File: src/rtl/bcp_axil_pkg.sv
// Shared types and constants for the two-requester AXI4-Lite master.
// The read states exist only when BCP_ARB_READ_EN is defined.
package bcp_axil_pkg;
  localparam int DEF_ADDR_W = 32;
  localparam int DEF_DATA_W = 32;

  localparam logic [1:0] RESP_OKAY   = 2'b00;
  localparam logic [1:0] RESP_SLVERR = 2'b10;

  typedef enum logic [2:0] {
    ST_IDLE    = 3'd0,
    ST_WR      = 3'd1,
    ST_WR_RESP = 3'd2
`ifdef BCP_ARB_READ_EN
    ,
    ST_RD_ADDR = 3'd3,
    ST_RD_DATA = 3'd4
`endif
  } state_e;
endpackage

File: src/rtl/bcp_rr_arb2.sv
// Two-way round-robin arbiter: combinational one-hot grant, last-grant register
// updated only when the grant is taken (advance).
module bcp_rr_arb2
  import bcp_axil_pkg::*;
(
  input  logic       aclk,
  input  logic       arst,
  input  logic [1:0] req,
  input  logic       advance,
  output logic [1:0] grant
);

  logic last_q;

  always_comb begin
    grant = req;
    if (req == 2'b11) grant = last_q ? 2'b01 : 2'b10;
  end

  // Reset to 1 so requester 0 wins the first contention.
  always_ff @(posedge aclk or posedge arst) begin
    if (arst) begin
      last_q <= 1'b1;
    end else if (advance && (grant != 2'b00)) begin
      last_q <= grant[1];
    end
  end

endmodule

File: src/rtl/bcp_axil_master_arb.sv
// Shares one AXI4-Lite master port between two requesters; req_done is registered (3-cycle best-case write).
// Define BCP_ARB_READ_EN for the read path; without it reads complete with SLVERR and no AXI activity.
module bcp_axil_master_arb
  import bcp_axil_pkg::*;
#(
  parameter int ADDR_W = DEF_ADDR_W,
  parameter int DATA_W = DEF_DATA_W,
  localparam int STRB_W = DATA_W / 8
) (
  input  logic                aclk,
  input  logic                arst,
  input  logic [1:0]          req_valid,
  input  logic [1:0]          req_we,
  input  logic [2*ADDR_W-1:0] req_addr,
  input  logic [2*DATA_W-1:0] req_wdata,
  input  logic [2*STRB_W-1:0] req_wstrb,
  output logic [1:0]          req_done,
  output logic [DATA_W-1:0]   req_rdata,
  output logic [1:0]          req_resp,
  output logic [ADDR_W-1:0]   m_awaddr,
  output logic [2:0]          m_awprot,
  output logic                m_awvalid,
  input  logic                m_awready,
  output logic [DATA_W-1:0]   m_wdata,
  output logic [STRB_W-1:0]   m_wstrb,
  output logic                m_wvalid,
  input  logic                m_wready,
  input  logic [1:0]          m_bresp,
  input  logic                m_bvalid,
  output logic                m_bready,
  output logic [ADDR_W-1:0]   m_araddr,
  output logic [2:0]          m_arprot,
  output logic                m_arvalid,
  input  logic                m_arready,
  input  logic [DATA_W-1:0]   m_rdata,
  input  logic [1:0]          m_rresp,
  input  logic                m_rvalid,
  output logic                m_rready
);

  state_e            state_q, state_d;
  logic [1:0]        grant, gnt_q, done_q, done_d, resp_q, resp_d;
  logic [ADDR_W-1:0] addr_q;
  logic [DATA_W-1:0] wdata_q, rdata_q, rdata_d;
  logic [STRB_W-1:0] wstrb_q;
  logic              aw_done_q, w_done_q;
  logic              start, sel, aw_hs, w_hs, b_hs;

  // The requester whose done pulse is out still shows req_valid; keep it out for that cycle.
  bcp_rr_arb2 u_arb (
    .aclk   (aclk),
    .arst   (arst),
    .req    (req_valid & ~done_q),
    .advance(start),
    .grant  (grant)
  );

  assign start = (state_q == ST_IDLE) && (grant != 2'b00);
  assign sel   = grant[1];
  assign aw_hs = m_awvalid && m_awready;
  assign w_hs  = m_wvalid && m_wready;
  assign b_hs  = m_bvalid && m_bready;

`ifdef BCP_ARB_READ_EN
  logic ar_hs, r_hs;
  assign ar_hs    = m_arvalid && m_arready;
  assign r_hs     = m_rvalid && m_rready;
  assign m_araddr = addr_q;
`else
  logic unused_rd;
  assign unused_rd = ^{m_arready, m_rvalid, m_rresp, m_rdata};
  assign m_araddr  = '0;
`endif

  always_ff @(posedge aclk or posedge arst) begin
    if (arst) state_q <= ST_IDLE;
    else      state_q <= state_d;
  end

  always_comb begin
    state_d = state_q;
    case (state_q)
      ST_IDLE: begin
`ifdef BCP_ARB_READ_EN
        if (start) state_d = req_we[sel] ? ST_WR : ST_RD_ADDR;
`else
        if (start) state_d = req_we[sel] ? ST_WR : ST_IDLE;
`endif
      end
      ST_WR:      if ((aw_done_q || aw_hs) && (w_done_q || w_hs)) state_d = ST_WR_RESP;
      ST_WR_RESP: if (b_hs) state_d = ST_IDLE;
`ifdef BCP_ARB_READ_EN
      ST_RD_ADDR: if (ar_hs) state_d = ST_RD_DATA;
      ST_RD_DATA: if (r_hs) state_d = ST_IDLE;
`endif
      default:    state_d = ST_IDLE;
    endcase
  end

  always_comb begin
    m_awvalid = (state_q == ST_WR) && !aw_done_q;
    m_wvalid  = (state_q == ST_WR) && !w_done_q;
    m_bready  = (state_q == ST_WR_RESP);
`ifdef BCP_ARB_READ_EN
    m_arvalid = (state_q == ST_RD_ADDR);
    m_rready  = (state_q == ST_RD_DATA);
`else
    m_arvalid = 1'b0;
    m_rready  = 1'b0;
`endif
  end

  always_comb begin
    done_d  = 2'b00;
    resp_d  = RESP_OKAY;
    rdata_d = '0;
    if (b_hs) begin
      done_d = gnt_q;
      resp_d = m_bresp;
    end
`ifdef BCP_ARB_READ_EN
    if (r_hs) begin
      done_d  = gnt_q;
      resp_d  = m_rresp;
      rdata_d = m_rdata;
    end
`else
    if (start && !req_we[sel]) begin
      done_d = grant;
      resp_d = RESP_SLVERR;
    end
`endif
  end

  always_ff @(posedge aclk or posedge arst) begin
    if (arst) begin
      gnt_q     <= '0;
      addr_q    <= '0;
      wdata_q   <= '0;
      wstrb_q   <= '0;
      aw_done_q <= 1'b0;
      w_done_q  <= 1'b0;
      done_q    <= '0;
      resp_q    <= '0;
      rdata_q   <= '0;
    end else begin
      done_q  <= done_d;
      resp_q  <= resp_d;
      rdata_q <= rdata_d;
      if (start) begin
        gnt_q     <= grant;
        addr_q    <= sel ? req_addr[2*ADDR_W-1:ADDR_W] : req_addr[ADDR_W-1:0];
        wdata_q   <= sel ? req_wdata[2*DATA_W-1:DATA_W] : req_wdata[DATA_W-1:0];
        wstrb_q   <= sel ? req_wstrb[2*STRB_W-1:STRB_W] : req_wstrb[STRB_W-1:0];
        aw_done_q <= 1'b0;
        w_done_q  <= 1'b0;
      end else begin
        if (aw_hs) aw_done_q <= 1'b1;
        if (w_hs)  w_done_q  <= 1'b1;
      end
    end
  end

  assign m_awaddr  = addr_q;
  assign m_wdata   = wdata_q;
  assign m_wstrb   = wstrb_q;
  assign m_awprot  = 3'b000;
  assign m_arprot  = 3'b000;
  assign req_done  = done_q;
  assign req_resp  = resp_q;
  assign req_rdata = rdata_q;

endmodule

File: config.mk
export PLATFORM = sky130hd
export DESIGN_NAME = bcp_axil_master_arb
export DESIGN_NICKNAME = d
export VERILOG_FILES = /design/src/rtl/bcp_axil_pkg.sv /design/src/rtl/bcp_rr_arb2.sv /design/src/rtl/bcp_axil_master_arb.sv
export SDC_FILE = /design/constraint.sdc
export NUM_CORES = 1
export LEC_CHECK = 0
export CORE_AREA = 4 4 127 129
export DETAILED_ROUTE_END_ITERATION = 10
export DIE_AREA = 0 0 131 133
export PLACE_DENSITY = 0.8
export SYNTH_ARGS = -nofsm -noshare
export SYNTH_HDL_FRONTEND = slang
export SYNTH_SLANG_ARGS = --single-unit
File: constraint.sdc
create_clock -name aclk -period 2.91 [get_ports aclk]
set_input_delay 0.4365 -clock aclk [delete_from_list [all_inputs] [get_ports aclk]]
set_output_delay 0.4365 -clock aclk [all_outputs]
set_load 0.1 [all_outputs]
Word level (Yosys, flattened, before mapping)
Cells that the tools add are included.
Cells by class
  magnitude comparators: 1
  eq/ne operators: 6
  mux-type cells: 20
  bitwise gates (word level): 2
  reduce and logical (&&, ||, !) cells: 19
Operators by type and width (number)
  $mux W32: 2
  $mux W2: 6
  $logic_and A1 B1 Y1: 9
  $mux W3: 3
  $pmux W3 S3: 1
  $mux W1: 7
  $reduce_bool A2 Y1: 3
  $mux W4: 1
  $ne A2 B2 Y1 const B: 2
  $eq A3 B1 Y1 const B: 1
  $eq A3 B2 Y1 const B: 1
  $logic_not A1 Y1: 3
  $logic_not A3 Y1: 1
  $reduce_and A3 Y1: 1
  $and A2 B2 Y2: 1
  $eq A2 B2 Y1 const B: 1
  $logic_or A1 B1 Y1: 2
  $lt A1 B2 Y1 const B: 1
  $ne A2 B1 Y1 const B: 1
  $not A2 Y2: 1
Storage, ports and cells
  flip-flop bits (word level): 80
  bits of input ports: 183
  output and inout port bits: 147
  logic and storage cells: 58

Longest topological paths before layout
Gate-level depths: netlist of the first run.
  depth after elaboration: 9
  gate-level depth with buffers: 7
  gate-level depth less buffers: 4

Cells and area by module
A second synthesis of the first run with hierarchy kept.
Unflattened totals
  cell total of the unflattened synthesis: 342
  area, all modules: 4725.8 um2
By module, submodules not included
  bcp_axil_master_arb: times used 1, cells each 335, area an instance 4665.7 um2, sequential area each 1951.9 um2
  bcp_rr_arb2: times used 1, cells each 7, area an instance 60.1 um2, sequential area each 26.3 um2

Worst setup path before layout of the first run
OpenSTA, ideal clock, no wires.
  path type: register to output
  from: register state_q[1]
  to: output port m_awvalid
  data arrival time: 1834 ps
  data required time: 2474 ps
  slack: 639 ps
  cell stages (with the launch flop): 3
  path buffers: 0
  path through: dfrtp_1 nand2b_1 nor2_1
Between the ends
  longest elaborated chain between the ends: 2
RTL lines
  start, declared: line bcp_axil_master_arb.sv:41  | state_e state_q, state_d;
  start signal, assigned: line bcp_axil_master_arb.sv:77  | else state_q <= state_d;
  $eq A3 B1 Y1: line bcp_axil_master_arb.sv:101  | m_awvalid = (state_q == ST_WR) && !aw_done_q;
  $logic_and A1 B1 Y1: line bcp_axil_master_arb.sv:101
  end, declared: line bcp_axil_master_arb.sv:22  | output logic m_awvalid,
Every way passes these cells.

Worst setup path in the final report of the first run
  from: input port req_valid[0]
  to: register wdata_q[6] (netlist: m_wdata[6])
Between the ends
  longest elaborated chain between the ends: 5
  elaborated cells between the ends (all ways): 6
  those cells by class: eq/ne (1); mux (2); bitwise (1); reduce/logical (2)
RTL lines
  start, declared: line bcp_axil_master_arb.sv:12  | input logic [1:0] req_valid,
  $and A2 B2 Y2 *: line bcp_axil_master_arb.sv:53  | .req (req_valid & ~done_q),
  $eq A2 B2 Y1: line bcp_rr_arb2.sv:17  | if (req == 2'b11) grant = last_q ? 2'b01 : 2'b10;
  $mux W2 *: line bcp_rr_arb2.sv:17
  $reduce_bool A2 Y1: line bcp_axil_master_arb.sv:58  | assign start = (state_q == ST_IDLE) && (grant != 2'b00);
  $logic_and A1 B1 Y1: line bcp_axil_master_arb.sv:58
  end signal, assigned: line bcp_axil_master_arb.sv:153  | wdata_q <= sel ? req_wdata[2*DATA_W-1:DATA_W] : req_wdata[DATA_W-1:0];
  end, declared: line bcp_axil_master_arb.sv:44  | logic [DATA_W-1:0] wdata_q, rdata_q, rdata_d;
Mark *: on every way between the ends. The rest lies on a longest branch, timed or not.
A chain may end at the register's enable or synchronous reset.

==> results of run 1 <==
[state kept, by name, indices dropped and copies added (netlist names)]
register	flops
m_awaddr	32
m_wdata	32
m_wstrb	4
gnt_q	2
req_done	2
req_resp	2
state_q	2
aw_done_q	1
u_arb.last_q	1
w_done_q	1
[worst paths after layout]
kind	slack, ns	depth (start not counted)	start	to
max	0.92	4	req_valid[0]	m_wdata[6]$_DFFE_PP0P_
min	0.48	2	m_awaddr[10]$_DFFE_PP0P_	m_awaddr[10]$_DFFE_PP0P_
max reg2reg	0.99	3	req_done[0]$_DFF_PP0_	m_wdata[6]$_DFFE_PP0P_
min reg2reg	0.48	2	m_awaddr[10]$_DFFE_PP0P_	m_awaddr[10]$_DFFE_PP0P_
max in group asynchronous	1.70	3	arst	u_arb.last_q$_DFFE_PP1P_
min in group asynchronous	0.49	2	arst	m_wdata[21]$_DFFE_PP0P_
[cell families after synthesis]
group	count (synthesis)	synth area share, %
AND/OR/NAND/NOR	100	9.943
multiplexers	64	15.33
flip-flops	79	47.35
buffers and inverters	97	16.41
AO/OA/AOI/OAI	83	10.87
other	1	0.08976
[layer usage]
layer  vias up  track usage, %  routed length [µm]
met4         0           3.886                 138
met5         -               0                   0
met1      1500           13.54                4214
met2       182           20.77                5497
li1       1708               -                   -
met3        10           5.369                1370
[area by class of cell]
cell class                      instances  area (µm²)
Multi-Input combinational cell        319        1797
Sequential cell                        79        1978
Timing Repair Buffer                  224        2085
Clock buffer                           12       246.5
Tap cell                              188       235.2
Clock inverter                          4       45.04
Inverter                                2       8.758
Fill cell                            1471        8638
[worst max-delay path, delay by kind of cell]
family	cells	cell delay (ns)
AND/OR/NAND/NOR	1	0.16
AO/OA/AOI/OAI	2	1.10
buffers and inverters	1	0.43
[through the flow]
| stage | setup slack, ns | cells |
|---|---|---|
| after global placement | 0.5829 | 812 |
| after detailed placement | 0.5452 | 812 |
| final | 0.9219 | 828 |
| after CTS | 0.8997 | 828 |
| after floorplan | 0.4518 | 495 |
| after global routing | 0.6872 | 828 |
[cells in the final DEF (no fill, tap or decap), types with 4 or more instances in the layout]
cell / synthesis / final
nor2_1: 14 / 14
clkdlybuf4s50_1: 0 / 146
o21ai_1: 63 / 63
buf_4: 73 / 75
clkinv_2: 0 / 4
a31oi_1: 6 / 6
dfrtp_1: 78 / 78
conb_1: 1 / 72
clkbuf_16: 0 / 9
nand2_1: 74 / 74
mux2i_1: 64 / 64
==> results.yml, run 1 <==
outcome:
  outcome: "finished clean"
sta:
  worstMarginPinSlew_ns: 1.137
  finalSetupTns_ns: 0
  setup_viol: 0
  hold_viol_final: 0
  relSlewSlack_pct: 24.20
  period_minus_slack_ns: 1.988
  period_share_pct: 68.32
  skew_ns: 0.006513
  drv_slew: 0
  rsz0062_at_grt: "false"
  max_freq_mhz: 503.0
  holdWs_ns: 0.4835
critical_path:
  critical_path.max_fanout: 127
  critical_path.cell_chain: "clkdlybuf4s50_1 -> nand2b_1 -> a211o_4 -> o21ai_1"
  arrival_ns: 2.15
  crit_type: "in -> reg"
  startpoint_type: "input port"
  max_stage_delay_ns: 0.90
  required_ns: 3.07
  critPathCaptureType: "flip-flop"
  cpMaxStageDelayCell: "a211o_4"
yosys:
  synth_top_area_cell: "dfrtp_1"
  synth_top_flop_cell: "dfrtp_1"
  yosysWarnings: 0
  syn_area_per_cell_um2: 9.853
  yosysMostFrequentCell: "dfrtp_1"
  synth_area_um2: 4178
  synth.area.top_cells: "dfrtp_1 (47%), mux2i_1 (15%), buf_4 (13%)"
  synth_top_area_share_pct: 46.72
  synth_seq_area_share_pct: 47.35
  synth_cells: 424
  synthArstFlopShare_pct: 100.0
  synth_edf_count: 0
  synth_seq_cells: 79
  synth_cell_types: 29
  synth_common_cells: "dfrtp_1 (78), nand2_1 (74), buf_4 (73)"
clocking:
  cts_setup_buffers: 0
  htree_levels: 3
  clkTransAtPathRegs_ns: 0.06
  cts_tree: "built"
  cts_buffers: 9
  cts.path.max_buffers: 2
  clk_latency_ns: 0.33
  cts.sink_count: 79
  holdBufCountCts: 0
  cts-root-buf: "clkbuf_16"
  cts_resized: 0
global_route:
  antenna_found_initial: 0
  grt_pass1_wl_um: 16620
  grt_max_degree: 128
  track_usage_pct: 12.21
  gr-total-overflow: 0
  grt_pass1_vias: 3287
placed_design:
  dp.final_hpwl_um: 8834
  portBuffers: 221
  gp_congestion: 0.7639
  place_area_um2: 6103
cells_and_area:
  final_util_pct: 42.54
  layout-drive-gt1-share_pct: 15.63
  synthToLayoutAreaGrowth_pct: 53.07
  fin_area_um2: 6395
  antenna_cells: 0
  finalNetCount: 818
floorplanning:
  initial_core_util_pct: 27.79
  rows: 45
  die_h_um: 133
  core_region_area_um2: 15030
  dieArea_um2: 17420
  die_x_um: 131
  io_pins: 330
route:
  drc: 0
  avgRoutedWirePerCell_um: 13.55
  firstDrtPassIters: 4
  via_per_inst: 4.106
  ant_nets: 0
  vias: 3400
  routed_wl_um: 11220
  drt_iter0_drc: 95
flow_run:
  drv_cap: 0
min_path:
  min_path_type: "reg -> reg"
Power of run 1 is left out: the tool's default activity adds up to more than one toggle a clock period on the data nets, which glitch-free logic cannot reach.
==> inputs of run 2 (changes only) <==
clock period = 2.02 ns   (was 2.91 ns; I/O delays follow)
==> run 2 against run 1 <==
Effect of this change:
- global-route usage hardly changed
- critical path type is now reg -> out
- sequential cell count stayed put
- highest routed layer unchanged
- core utilization grew 1.0 points
- routed wire length rose by 0.16%
- final cell count is 1.2% higher
- sequential share of layout area decreased by 0.69 points
- critical path depth is 1 lower
- first-iteration DRC count is 13% lower
- non-clock buffer count grew 10
- register-to-register slack worse by 0.51 ns
- largest cell class unchanged
- via count increased by 2.1%
==> results.yml, run 2 (synthesis gave the netlist of run 1 again) <==
outcome:
  outcome: "finished clean"
floorplanning:
  rows: 45
  initial_core_util_pct: 27.79
  io_pins: 330
  die_x_um: 131
  die_h_um: 133
  dieArea_um2: 17420
  core_region_area_um2: 15030
sta:
  hold_viol_final: 0
  rsz0062_at_grt: "false"
  drv_slew: 0
  period_minus_slack_ns: 1.693
  finalSetupTns_ns: 0
  setup_viol: 0
  skew_ns: 0.009384
  period_share_pct: 83.80
  max_freq_mhz: 590.8
critical_path:
  ff2ff_path_depth: 5
  rrSetupSlack_ns: 0.48
  critical_path.cell_chain: "nand2b_1 -> nor2_1 -> buf_12"
  arrival_ns: 1.39
  startpoint_type: "flip-flop"
  critPathCaptureType: "output pin"
  critical_path.max_fanout: 6
  crit_buf_inv: 1
  required_ns: 1.72
  crit_type: "reg -> out"
  reg2reg_from: "req_done[0]$_DFF_PP0_"
  max_stage_delay_ns: 0.44
  rr_endpoint: "m_awaddr[7]$_DFFE_PP0P_"
  crit_family: "flip-flops"
  crit_start: "state_q[1]$_DFFE_PP0P_"
  cpMaxStageDelayCell: "dfrtp_1"
flow_run:
  drv_cap: 0
cells_and_area:
  finalNetCount: 828
  final_cell_mix: "clkdlybuf4s50_1 (146), buf_4 (80), dfrtp_1 (77)"
  antenna_cells: 0
  layout-drive-gt1-share_pct: 17.23
  layout_commonest_cell: "clkdlybuf4s50_1"
  synthToLayoutAreaGrowth_pct: 56.66
  fin_area_um2: 6545
  final_util_pct: 43.54
clocking:
  clk_latency_ns: 0.34
  cts_tree: "built"
  htree_levels: 3
  cts.path.max_buffers: 2
  cts-root-buf: "clkbuf_16"
  cts_resized: 0
  cts_setup_buffers: 0
  clkTransAtPathRegs_ns: 0.06
  cts_buffers: 9
  holdBufCountCts: 0
  cts.sink_count: 79
placed_design:
  place_area_um2: 6245
  portBuffers: 221
  dp.final_hpwl_um: 8919
  gp_congestion: 0.7724
global_route:
  grt_max_degree: 80
  track_usage_pct: 12.18
  antenna_found_initial: 0
  grt_pass1_vias: 3326
  grt_pass1_wl_um: 16590
  gr-total-overflow: 0
route:
  via_per_inst: 4.144
  avgRoutedWirePerCell_um: 13.41
  firstDrtPassIters: 4
  drc: 0
  routed_wl_um: 11240
  drt_iter0_drc: 83
  ant_nets: 0
  vias: 3473
min_path:
  min_path_type: "in -> async"
==> run 2: cell types whose count changed in the layout (fill, tap and decap cells not counted) <==
cell	before	now
buf_4	75	80
buf_12	3	8
clkinvlp_4	0	4
clkinv_2	4	1
clkbuf_1	2	1
dfrtp_1	78	77
dfrtp_2	0	1
==> run 2: stage by stage <==
step / setup WS, ns / std cells / hold WS, ns
after floorplan: -0.1171 / 495 / 0.3921
after global placement: 0.08326 / 822 / 0.4600
after detailed placement: 0.05752 / 822 / 0.4760
after CTS: 0.2937 / 838 / 0.4452
after global routing: 0.2455 / 838 / 0.4477
final: 0.3273 / 838 / 0.3970
==> run 2: area by class of cell <==
type	count	area, µm²
sequential	79	1979
clock inverter	5	57.56
tap	188	235.2
fill	1469	8488
clock buffer	11	242.7
inverter	2	11.26
timing repair buffer	234	2222
multi-input combinational	319	1797
==> run 2: worst min-delay path, stage by stage <==
cell	delay, ns
clkdlybuf4s50_1	0.44
clkinvlp_4	0.09
buf_12	0.31
==> run 2: per-layer routing <==
layer | track usage (%) | share of wire [%] | vias to the layer above
li1 | - | - | 1727
met1 | 13.82 | 38 | 1555
met2 | 20.77 | 50 | 180
met3 | 4.764 | 11 | 11
met4 | 3.943 | 1.3 | 0
met5 | 0 | 0 | -
==> run 2: how the worst max path moves through the flow <==
| stage | endpoint | slack (ns) | cells after the start |
|---|---|---|---|
| 4_1_cts | m_awvalid | 0.29 | 3 |
| 3_3_place_gp | req_done[1]$_DFF_PP0_ | 0.08 | 6 |
| 3_5_place_dp | m_wdata[16]$_DFFE_PP0P_ | 0.06 | 7 |
| 6_report | m_awvalid | 0.33 | 3 |
| 5_1_grt | m_awvalid | 0.25 | 3 |
| 2_1_floorplan | m_awvalid | -0.12 | 2 |
Power of run 2 is left out for the same reason.
